File: config.mk
export PLATFORM = sky130hd
export DESIGN_NAME = red_serial
export DESIGN_NICKNAME = d
export VERILOG_FILES = /design/src/rtl/red_pkg.sv /design/src/rtl/red_lane_add.sv /design/src/rtl/red_serial.sv
export SDC_FILE = /design/constraint.sdc
export NUM_CORES = 1
export LEC_CHECK = 0
export CORE_MARGIN = 2
export CORE_UTILIZATION = 51
export DETAILED_ROUTE_END_ITERATION = 8
export PLACE_DENSITY = 0.8
export SYNTH_ARGS = -nofsm -noshare
export SYNTH_HDL_FRONTEND = slang
export SYNTH_SLANG_ARGS = --single-unit
File: constraint.sdc
create_clock -name clk -period 3.6 [get_ports clk]
set_input_delay 0.72 -clock clk [delete_from_list [all_inputs] [get_ports clk]]
set_output_delay 0.72 -clock clk [all_outputs]
set_load 0.01 [all_outputs]
File: src/rtl/red_pkg.sv
// red_pkg: shared constants and FSM state type for the lane-serial RED engine
package red_pkg;
  localparam int LANE_W = 4;
  localparam int NUM_LANES = 4;
  localparam int ACC_W = 8;
  localparam int DATA_W = LANE_W * NUM_LANES;
  localparam int LIDX_W = $clog2(NUM_LANES);
  typedef enum logic [1:0] {RED_IDLE, RED_ACCUM, RED_DONE} redState_e;
endpackage

File: src/rtl/red_lane_add.sv
// red_lane_add: adds the selected nibble lane of both operands into the running total
module red_lane_add
  import red_pkg::*;
(
  input  logic [DATA_W-1:0] aQ,
  input  logic [DATA_W-1:0] bQ,
  input  logic [LIDX_W-1:0] laneIdx,
  input  logic [ACC_W-1:0]  acc,
  output logic [ACC_W-1:0]  accNext
);
  logic [LANE_W-1:0] aLane;
  logic [LANE_W-1:0] bLane;
  // zero-extend both lane values before summing so the carry lands in the accumulator
  always_comb begin
    aLane = aQ[laneIdx*LANE_W +: LANE_W];
    bLane = bQ[laneIdx*LANE_W +: LANE_W];
    accNext = acc + ACC_W'(aLane) + ACC_W'(bLane);
  end
endmodule

File: src/rtl/red_serial.sv
// red_serial: multicycle RED responder, one nibble lane per cycle, one-cycle done pulse
module red_serial
  import red_pkg::*;
(
  input  logic              clk,
  input  logic              rst_n,
  input  logic              start,
  input  logic [DATA_W-1:0] a,
  input  logic [DATA_W-1:0] b,
  input  logic              flush,
  output logic              busy,
  output logic              done,
  output logic [DATA_W-1:0] sum
);
  redState_e state;
  redState_e nextState;
  logic [DATA_W-1:0] aQ;
  logic [DATA_W-1:0] bQ;
  logic [ACC_W-1:0] acc;
  logic [ACC_W-1:0] accNext;
  logic [LIDX_W-1:0] laneIdx;
  logic lastLane;
  logic accept;
  assign lastLane = laneIdx == LIDX_W'(NUM_LANES - 1);
  assign accept = start && !flush && state != RED_ACCUM;
  red_lane_add u_laneAdd (
    .aQ(aQ),
    .bQ(bQ),
    .laneIdx(laneIdx),
    .acc(acc),
    .accNext(accNext)
  );
  // state register
  always_ff @(posedge clk or negedge rst_n) begin
    if (!rst_n) state <= RED_IDLE;
    else state <= nextState;
  end
  // flush wins over everything; DONE re-accepts start for back-to-back issue
  always_comb begin
    nextState = flush ? RED_IDLE
              : accept ? RED_ACCUM
              : state == RED_ACCUM ? (lastLane ? RED_DONE : RED_ACCUM)
              : RED_IDLE;
  end
  // handshake outputs decode straight from the registered state
  always_comb begin
    busy = state == RED_ACCUM;
    done = state == RED_DONE;
  end
  // operand capture, lane accumulation, and result update on the final lane only
  always_ff @(posedge clk or negedge rst_n) begin
    if (!rst_n) begin
      aQ <= '0;
      bQ <= '0;
      acc <= '0;
      laneIdx <= '0;
      sum <= '0;
    end else if (flush) begin
      laneIdx <= '0;
    end else if (accept) begin
      aQ <= a;
      bQ <= b;
      acc <= '0;
      laneIdx <= '0;
    end else if (state == RED_ACCUM) begin
      acc <= accNext;
      laneIdx <= laneIdx + LIDX_W'(1);
      if (lastLane) sum <= {{(DATA_W - ACC_W){1'b0}}, accNext};
    end
  end
endmodule

# --- Word level (Yosys, flattened, before mapping) ---
# Cells that the tools add are included.
totals:
  regBits: 52
  inputBits: 36
  out_inout_bits: 18
  wordCells: 34
op_classes:
  addsub: 3
  eq_ne: 4
  shift: 2
  n_mux: 9
  bitwise_logic: 2
  reduce_logical: 8
op_table:
  columns: ["op", "n"]
  rows:
  - ["$shiftx 16x5->4", 2]
  - ["$add 8x4->8", 2]
  - ["$mux 8", 2]
  - ["$mux 2", 7]
  - ["$eq 2x2->1 const B", 2]
  - ["$reduce_and 2->1", 2]
  - ["$reduce_and 4->1", 1]
  - ["$reduce_bool 3->1", 1]
  - ["$add 2x1->2 const B", 1]
  - ["$eq 2x1->1 const B", 1]
  - ["$logic_and 1x1->1", 2]
  - ["$ne 2x1->1 const B", 1]
  - ["$not 1->1", 2]
  - ["$reduce_bool 2->1", 1]
  - ["$logic_not 1->1", 1]

# --- Longest topological paths before layout ---
logic_depth:
  depth_word: 5
  ltp_mapped: 12

# --- Hierarchy ---
# Synthesis repeated with hierarchy kept, for this count alone.
hier_totals:
  hier_cells: 170
  hier_area_um2: 2562.5
by_module_without_submodules:
  columns: ["module", "n_inst", "cells_each", "area_per_inst_um2", "seq_area_each_um2"]
  rows:
  - ["red_serial", 1, 128, 2063.2, 1301.2]
  - ["red_lane_add", 1, 42, 499.2, 0.0]

# --- Least setup slack after synthesis ---
# No wires, ideal clock.
synth_timing:
  kind: "register to register"
  startpoint: "register laneIdx[0]"
  endpoint: "register acc[5]"
  setup_time_ns: 0.129
  arrival_time_ns: 2.810
  required_ns: 3.471
  setup_slack_ns: 0.661
  stages_incl_launch_ff: 11
  period_less_slack_ns: 2.939
  cell_sequence: "dfrtp_1 -> buf_2 -> mux4_2 -> fa_1 -> ha_1 -> inv_1 -> fa_1 -> nor2b_1 -> o21ai_0 -> a311oi_1 -> a21oi_1"
synth_via:
  elab_chain_cells: 5
  word_cells_on_any_way: 6
  classes_between: "add/sub: 2; shift: 2; mux: 2"
synth_lines:
  columns: ["item", "line", "text"]
  rows:
  - ["from (decl)", "red_serial.sv:21", "logic [LIDX_W-1:0] laneIdx;"]
  - ["from (signal assigned)", "red_serial.sv:67", "laneIdx <= laneIdx + LIDX_W'(1);"]
  - ["$shiftx 16x5->4", "red_lane_add.sv:15", "aLane = aQ[laneIdx*LANE_W +: LANE_W];"]
  - ["$add 8x4->8", "red_lane_add.sv:17", "accNext = acc + ACC_W'(aLane) + ACC_W'(bLane);"]
  - ["$add 8x4->8 (*)", "red_lane_add.sv:17", null]
  - ["$mux 8 (*)", "red_serial.sv:65", "end else if (state == RED_ACCUM) begin"]
  - ["$mux 8 (*)", "red_serial.sv:60", "end else if (accept) begin"]
  - ["to (signal assigned)", "red_serial.sv:66", "acc <= accNext;"]
  - ["to (decl)", "red_serial.sv:19", "logic [ACC_W-1:0] acc;"]
# Mark *: on every way between the ends. The rest lies on a longest branch, timed or not. The select of a mux whose other input is x is not followed.
# A chain may end at the register's enable or synchronous reset.

# --- Final worst setup path ---
# Ends and elaborated chain as after synthesis.

==> results_dict.tcl <==
set metrics [dict create \
    setup_viol 0 \
    crit_arrival_ns 3.49 \
    fin_setup_tns_ns 0 \
    synthFlopType "dfrtp_1" \
    critPathMaxFanout 10 \
    rsz0062_at_grt "false" \
    drc_errors 0 \
    dp_worst_setup_slack_ns 0.313 \
    critPathMaxStageDelay_ns 0.68 \
    syn_area_per_cell_um2 13.7 \
    hold_viol_final 0 \
    final.setup.worst_slack_ns 0.296 \
    r2r_cells 9 \
    end_kind "flop" \
    fin_skew_ns 0.00301 \
    antenna_found_initial 0 \
    synth_seq_cells 52 \
    routabilityCongestion 0.823 \
    hold_depth 2 \
    routed_wl_um 4450 \
    async_reset_ff_share_pct 100 \
    path_cells "mux4_2 > fa_1 > ha_1 > inv_1 > fa_1 > nor2b_1 > o21ai_0 > a311oi_1 > a21oi_1" \
    p_leak_nw 1.34 \
    finalCriticalPeriod_ns 3.30 \
    drt_iter0_drc 103 \
    via_per_inst 5.25 \
    critical_path_required_ns 3.79 \
    fin_crit_sh_pct 91.8 \
    drive_gt1_share_pct 24.1 \
    power.density_nw_per_um2 541 \
    status "finished clean" \
    p_seq_share_pct 45.3 \
    synth.cell_area_um2 2590 \
    cts.clk_slew.worst_paths_ns 0.09 \
    place.detailed.hpwl_um 3380 \
    tritoncts "done" \
    start_util_pct 53.8 \
    die_y_um 75.3 \
    die_x_um 75.3 \
    clock_sinks 52 \
    wire_per_inst_um 14.6 \
    core_area_um2 4820 \
    swShare_pct 32.3 \
    grt_pass1_wl_um 7740 \
    cp.depth 9 \
    cts_inserted_buffers 5 \
    gr-total-overflow 0 \
    boundaryPins 54 \
    synth_top_cell_by_area "dfrtp_1" \
    tightest_slew_ns 0.923 \
    cts_resized 0 \
    design_area_um2 3130 \
    h-tree-depth 2 \
    vias 1597 \
    slowest_stage "dfrtp_1" \
    mostFrequentLayoutCells "dfrtp_1 (52), clkdlybuf4s50_1 (44), mux2_2 (33), inv_1 (11), nand2_1 (10)" \
    path_class "reg -> reg" \
    synth.area.top_cells "dfrtp_1 (50%), mux2_2 (14%), mux4_2 (6.9%), fa_1 (3.9%), ha_1 (2.9%)" \
    power.total_mw 1.69 \
    syn_to_final_growth_pct 20.8 \
    combPwrFrac_pct 35.9 \
    grt_start_max_net_pins 44 \
    ys_types 37 \
    clkPwrFrac_pct 18.8 \
    ant_nets 0 \
    portBuffers 45 \
    dieArea_um2 5670 \
    ys.warnings.count 0 \
    slew_headroom_pct 38.5 \
    final_common_cell "dfrtp_1" \
    insertion_delay_ns 0.30 \
    synth_edf_count 0 \
    track_usage_pct 18.3 \
    holdBufCountCts 0 \
    maxSlewViolCount 0 \
    power_switching_mw 0.548 \
    clockBufferDepth 2 \
    cts_root_buffer "clkbuf_8" \
    place_area_um2 3050 \
    peakVddDrop_v 0.000352 \
    antennaDiodeCount 0 \
    maxCapViolations 0 \
    fill_cells 399 \
    grt_pass1_vias 1634 \
    crit_path_start_kind "flop" \
    dr.pass1.iters 4 \
    netlist_instances 190 \
    hold_path_class "reg -> reg" \
    cpLargestDelayFamily "adder cells" \
    p_int_mw 1.15 \
    yosysSeqAreaShare_pct 50.2 \
    crit_top_cell "fa_1" \
    nNetsFinal 284 \
    post_cts_buffers 0 \
    netlist.area_leader.share_pct 50.2 \
    fmax_mhz 303 \
    std_cell_rows 25 \
    path_buf_inv 1 \
]
==> registers in the layout, summed over array words and instances, names as in the netlist <==
register / count
acc: 8
bQ: 16
aQ: 16
laneIdx: 2
sum: 8
state: 2
==> metrics by stage <==
step	cells	hold WS, ns	utilization, %
2_1_floorplan	197	0.424	-
3_3_place_gp	297	0.462	63.4
3_5_place_dp	297	0.469	63.4
4_1_cts	304	0.489	65.1
5_1_grt	304	0.528	65.1
6_report	304	0.483	65.1
==> worst min-delay path, stage by stage (launching register included) <==
cell	delay, ns
dfrtp_1	0.35
nand2_1	0.05
o21ai_0	0.06
==> per-layer routing <==
| layer | track usage (%) | part of all wire [%] | vias to the layer above | wire, um |
|---|---|---|---|---|
| met1 | 26.0 | 45 | 780 | 1990 |
| met4 | 5.65 | 1.0 | 0 | 46 |
| met3 | 4.89 | 5.8 | 6 | 257 |
| li1 | - | - | 747 | - |
| met2 | 28.0 | 48 | 64 | 2150 |
| met5 | 0 | 0 | - | 0 |
==> Yosys cell counts (3+ instances only) <==
library cell   n
a21oi_1        7
a22o_1         3
buf_4          8
buf_6          4
dfrtp_1       52
fa_1           5
ha_1           6
inv_1         11
mux2_2        33
mux4_2         8
nand2_1       10
nor2b_1        3
o21ai_0        8
xnor2_1        4
==> worst paths after layout <==
path,start,endpoint,slack [ns]
min,sum[0]$_DFFE_PN0P_,sum[0]$_DFFE_PN0P_,0.48
min in group asynchronous,rst_n,acc[7]$_DFFE_PN0P_,0.55
min reg2reg,sum[0]$_DFFE_PN0P_,sum[0]$_DFFE_PN0P_,0.48
max,laneIdx[0]$_DFFE_PN0P_,acc[5]$_DFFE_PN0P_,0.30
max in group asynchronous,rst_n,bQ[6]$_DFFE_PN0P_,2.37
max reg2reg,laneIdx[0]$_DFFE_PN0P_,acc[5]$_DFFE_PN0P_,0.30
==> power by group through the flow <==
stage / registers [mW] / clock network, mW / logic [mW]
4_1_cts: 0.769 / 0.328 / 0.611
2_1_floorplan: 0.754 / 0 / 0.450
3_3_place_gp: 0.777 / 0 / 0.587
5_1_grt: 0.786 / 0.348 / 0.697
3_5_place_dp: 0.780 / 0 / 0.610
6_report: 0.768 / 0.318 / 0.609
==> final cells by class <==
class | count | area (um2) | area share [%]
clock buffer | 5 | 68.8 | 2.20
clock inverter | 2 | 12.5 | 0.399
inverter | 11 | 41.3 | 1.32
multi-input combinational | 119 | 1160 | 37.0
sequential | 52 | 1300 | 41.5
tap | 67 | 83.8 | 2.67
timing repair buffer | 48 | 468 | 14.9
==> logic make-up after synthesis <==
family / synth area share, %
buffers and inverters: 6.17
AOI/OAI and AO/OA: 7.28
adders and majority gates: 6.75
and+or+nand+nor: 5.60
DFF: 50.2
other: 0.145
muxes: 22.5
xor gates and xnor gates: 1.35
Power figures use the tool's default switching activity.
==> variant 1, RTL diff (same settings) <==
Add an input register stage for `start`, `a`, `b` and `flush`, cleared by the reset; this delays them by one clock.
--- a/src/rtl/red_serial.sv
+++ b/src/rtl/red_serial.sv
@@ -12,6 +12,26 @@
   output logic              done,
   output logic [DATA_W-1:0] sum
 );
+
+  logic start_q;
+  logic [DATA_W-1:0] a_q;
+  logic [DATA_W-1:0] b_q;
+  logic flush_q;
+
+  always_ff @(posedge clk or negedge rst_n) begin
+    if (!rst_n) begin
+      start_q <= '0;
+      a_q     <= '0;
+      b_q     <= '0;
+      flush_q <= '0;
+    end else begin
+      start_q <= start;
+      a_q     <= a;
+      b_q     <= b;
+      flush_q <= flush;
+    end
+  end
+
   redState_e state;
   redState_e nextState;
   logic [DATA_W-1:0] aQ;
@@ -22,7 +42,7 @@
   logic lastLane;
   logic accept;
   assign lastLane = laneIdx == LIDX_W'(NUM_LANES - 1);
-  assign accept = start && !flush && state != RED_ACCUM;
+  assign accept = start_q && !flush_q && state != RED_ACCUM;
   red_lane_add u_laneAdd (
     .aQ(aQ),
     .bQ(bQ),
@@ -37,7 +57,7 @@
   end
   // flush wins over everything; DONE re-accepts start for back-to-back issue
   always_comb begin
-    nextState = flush ? RED_IDLE
+    nextState = flush_q ? RED_IDLE
               : accept ? RED_ACCUM
               : state == RED_ACCUM ? (lastLane ? RED_DONE : RED_ACCUM)
               : RED_IDLE;
@@ -55,11 +75,11 @@
       acc <= '0;
       laneIdx <= '0;
       sum <= '0;
-    end else if (flush) begin
+    end else if (flush_q) begin
       laneIdx <= '0;
     end else if (accept) begin
-      aQ <= a;
-      bQ <= b;
+      aQ <= a_q;
+      bQ <= b_q;
       acc <= '0;
       laneIdx <= '0;
     end else if (state == RED_ACCUM) begin
Function: changed (Yosys sat finds a counterexample within 4 cycles, from zero or initial values and one cycle with rst_n low).
==> variant 1 against the original RTL <==
- clock power is 130% higher
- wire length up 24%
- maximum frequency rose by 12%
- worst setup slack better by 0.36 ns
- critical path depth unchanged
- synthesized area rose by 33%
- non-clock buffer count fell by 1
- synthesized cell count increased by 18%
- sequential power rose by 52%
- via count up 18%
- power up 47%
- sequential cell count is 34 higher
- cell area rose by 32%
==> variant 1: results <==
INSERT INTO impl_metrics (metric_group, metric, value, unit) VALUES
('route', 'wire_length_on_met3', '224', 'um'),
('placed_design', 'place_hpwl', '3800', 'um'),
('placed_design', 'finalWeightedCongestion', '0.905', ''),
('global_route', 'use_met3', '4.86', '%'),
('critical_path', 'timing.critical_path.arrival', '3.18', 'ns'),
('final_layout', 'drive_gt1_share', '22.9', '%'),
('power_and_ir_drop', 'vdd_drop_max', '0.356', 'mV'),
('critical_path', 'timing.critical_path.slowest_cell_delay', '0.56', 'ns'),
('placed_design', 'placement.setup.worst_slack', '0.633', 'ns'),
('route', 'detail_route.wirelength.met1', '2390', 'um'),
('global_route', 'grt_first_pass_wirelength', '9620', 'um'),
('route', 'route.detailed.vias_per_inst', '5.26', ''),
('outcome', 'outcome', 'completed', ''),
('route', 'post_drt_wl_per_cell', '15.5', 'um'),
('global_route', 'grt_usage', '17.4', '%'),
('global_route', 'grt_pass1_vias', '2010', ''),
('route', 'drt_iter0_markers', '126', ''),
('clock_tree', 'ctsHtreeMaxLevel', '3', ''),
('clock_tree', 'numCtsBuffers', '9', ''),
('critical_path', 'crit_path_top_delay_cell', 'sky130_fd_sc_hd__mux4_2', '');
==> variant 1: through the flow <==
step / cells / area, um2
after detailed placement: 341 / 3910
after global routing: 357 / 4140
after floorplan: 232 / 3470
after global placement: 341 / 3910
after CTS: 357 / 4140
final: 357 / 4140
==> variant 1: worst paths after layout <==
path                            slack [ns]  cells past startpoint     end       start
worst max register to register        0.66                      9  acc[5]  laneIdx[0]
max in group asynchronous             2.37                      1  a_q[1]       rst_n
worst min register to register        0.47                      1  aQ[12]     a_q[12]
worst max-delay path                  0.66                      9  acc[5]  laneIdx[0]
min in group asynchronous             0.53                      1  a_q[3]       rst_n
worst min-delay path                  0.47                      1  aQ[12]     a_q[12]
==> variant 1: cell families (layout without fill, tap and decap cells) <==
| group | count (synthesis) | in the layout | share of synthesized area (%) |
|---|---|---|---|
| other | 1 | 8 | 0.109 |
| adder cells (fa/ha/maj) | 11 | 11 | 5.09 |
| multiplexers | 44 | 44 | 17.0 |
| flip-flops | 86 | 86 | 62.5 |
| AO/OA/AOI/OAI | 28 | 28 | 5.41 |
| XOR/XNOR | 4 | 4 | 1.02 |
| buffers and inverters | 27 | 75 | 4.76 |
| AND/OR/NAND/NOR | 24 | 24 | 4.18 |
==> variant 1: power breakdown <==
group / internal (W) / switching (W)
sequential: 0.00109 / 0.0000780
combinational: 0.000301 / 0.000290
clock: 0.000411 / 0.000329
==> variant 1: final cells by class <==
cell class              count  area (um2)
clock buffers              11         141
clock inverters             5        82.6
fillers                   504        2320
inverters                  12        45.0
multi-input cells         119        1150
flip-flops and latches     86        2150
well taps                  77        96.3
repair buffers             47         463
==> variant 2, RTL diff (same flow settings) <==
Without the edit above. `NUM_LANES`: 4 -> 8.
--- a/src/rtl/red_pkg.sv
+++ b/src/rtl/red_pkg.sv
@@ -1,7 +1,7 @@
 // red_pkg: shared constants and FSM state type for the lane-serial RED engine
 package red_pkg;
   localparam int LANE_W = 4;
-  localparam int NUM_LANES = 4;
+  localparam int NUM_LANES = 8;
   localparam int ACC_W = 8;
   localparam int DATA_W = LANE_W * NUM_LANES;
   localparam int LIDX_W = $clog2(NUM_LANES);
Interface: changed (resized a, b and sum); port bits go from 54 to 102. No check against the original RTL was run, so the function may have changed too.
==> variant 2 against the original RTL <==
- cell area is 74% higher
- combinational power is 46% higher
- power is 67% higher
- worst setup slack got worse by 0.068 ns
- via count rose by 55%
- wire length increased by 81%
- synthesized area rose by 76%
- sequential cell count grew 33
- clock skew increased by 0.0076 ns
- highest routed layer unchanged
==> variant 2: results <==
INSERT INTO impl_metrics (metric_group, metric, value, unit) VALUES
('route', 'route.vias.total', '2477', ''),
('sta', 'fin_crit_sh', '93.7', '%'),
('global_route', 'use_met3', '3.97', '%'),
('power_and_ir_drop', 'total_leakage_power', '2.45', 'nW'),
('route', 'wirelength', '8070', 'um'),
('logic_synthesis', 'seq_area_frac_synth', '46.6', '%'),
('global_route', 'grt_first_pass_wirelength', '13500', 'um'),
('outcome', 'outcome', 'completed', ''),
('sta', 'max_slew.worst_pin.slew', '1.07', 'ns'),
('route', 'dr_wl_met2', '3770', 'um'),
('critical_path', 'setup.reg_to_reg.worst_slack', '0.23', 'ns'),
('final_layout', 'largest_registers', 'aQ x32, bQ x32', ''),
('placed_design', 'dpl_cell_area', '5250', 'um2'),
('global_route', 'grt_use_met2', '28.6', '%'),
('route', 'wire_length_on_met3', '384', 'um'),
('global_route', 'grt_start_max_net_pins', '86', ''),
('power_and_ir_drop', 'vdd_drop_max', '0.236', 'mV'),
('global_route', 'groute.layer.met1.usage', '24.4', '%'),
('placed_design', 'placement.setup.worst_slack', '0.159', 'ns'),
('critical_path', 'timing.critical_path.arrival', '3.60', 'ns'),
('final_layout', 'finalNonFillerCells', '483', ''),
('global_route', 'grt_pass1_vias', '2684', ''),
('logic_synthesis', 'post_synth_inst_count', '293', ''),
('sta', 'finalClockSkew', '0.0106', 'ns'),
('final_layout', 'drive_gt1_share', '25.9', '%'),
('final_layout', 'fin_nets', '449', ''),
('final_layout', 'num-fill-cells', '654', '');
==> variant 2: cell types whose count changed in the layout (fill, tap and decap cells not counted), sizes merged, moves of 3 or more <==
| cell | change |
|---|---|
| clkbuf | +5 |
| mux2i | +3 |
| clkdlybuf4s50 | +32 |
| conb | +16 |
| dfrtp | +33 |
| o21ai | -3 |
| inv | +3 |
| a21oi | +4 |
| mux2 | +37 |
| nand2 | -5 |
| mux4 | +8 |
==> variant 2: power groups by stage <==
stage	clock network [W]	logic [W]	registers, W
3_5_place_dp	0	0.000878	0.00125
2_1_floorplan	0	0.000690	0.00121
3_3_place_gp	0	0.000846	0.00125
4_1_cts	0.000715	0.000883	0.00123
5_1_grt	0.000758	0.000972	0.00126
6_report	0.000706	0.000887	0.00123
==> variant 2: logic make-up (layout without fill, tap and decap cells) <==
| logic type | count (synthesis) | count (layout) | share of synthesized area (%) |
|---|---|---|---|
| buf+inv | 51 | 110 | 9.24 |
| simple gates | 19 | 19 | 2.25 |
| xor+xnor | 5 | 5 | 0.960 |
| mux | 92 | 92 | 32.9 |
| flops | 85 | 85 | 46.6 |
| fa+ha+maj | 11 | 11 | 3.84 |
| compound gates | 29 | 29 | 4.14 |
| other cells | 1 | 24 | 0.0822 |
==> variant 2: worst max-delay path, stage by stage, from the launching register on <==
cell,delay (ns)
sky130_fd_sc_hd__dfrtp_1,0.42
sky130_fd_sc_hd__buf_12,0.19
sky130_fd_sc_hd__mux4_1,0.57
sky130_fd_sc_hd__mux2_2,0.29
sky130_fd_sc_hd__fa_1,0.44
sky130_fd_sc_hd__ha_1,0.24
sky130_fd_sc_hd__fa_1,0.41
sky130_fd_sc_hd__a21o_1,0.23
sky130_fd_sc_hd__o21ai_1,0.22
sky130_fd_sc_hd__xnor2_1,0.14
sky130_fd_sc_hd__o21ai_0,0.08
==> variant 2: area by class of cell <==
class | count | area, um2 | area share (%)
Sequential cell | 85 | 2130 | 39.0
Multi-Input combinational cell | 180 | 2110 | 38.7
Timing Repair Buffer | 82 | 831 | 15.2
Clock buffer | 10 | 138 | 2.52
Tap cell | 108 | 135 | 2.48
Clock inverter | 6 | 70.1 | 1.28
Inverter | 12 | 45.0 | 0.825
==> variant 2: path summary, 6_finish.rpt <==
path	from	endpoint	cells after the start
min reg2reg	sum[6]	sum[6]	2
max in group asynchronous	rst_n	aQ[13]	1
min	sum[6]	sum[6]	2
max	laneIdx[0]	sum[7]	10
min in group asynchronous	rst_n	aQ[7]	1
max reg2reg	laneIdx[0]	sum[7]	10
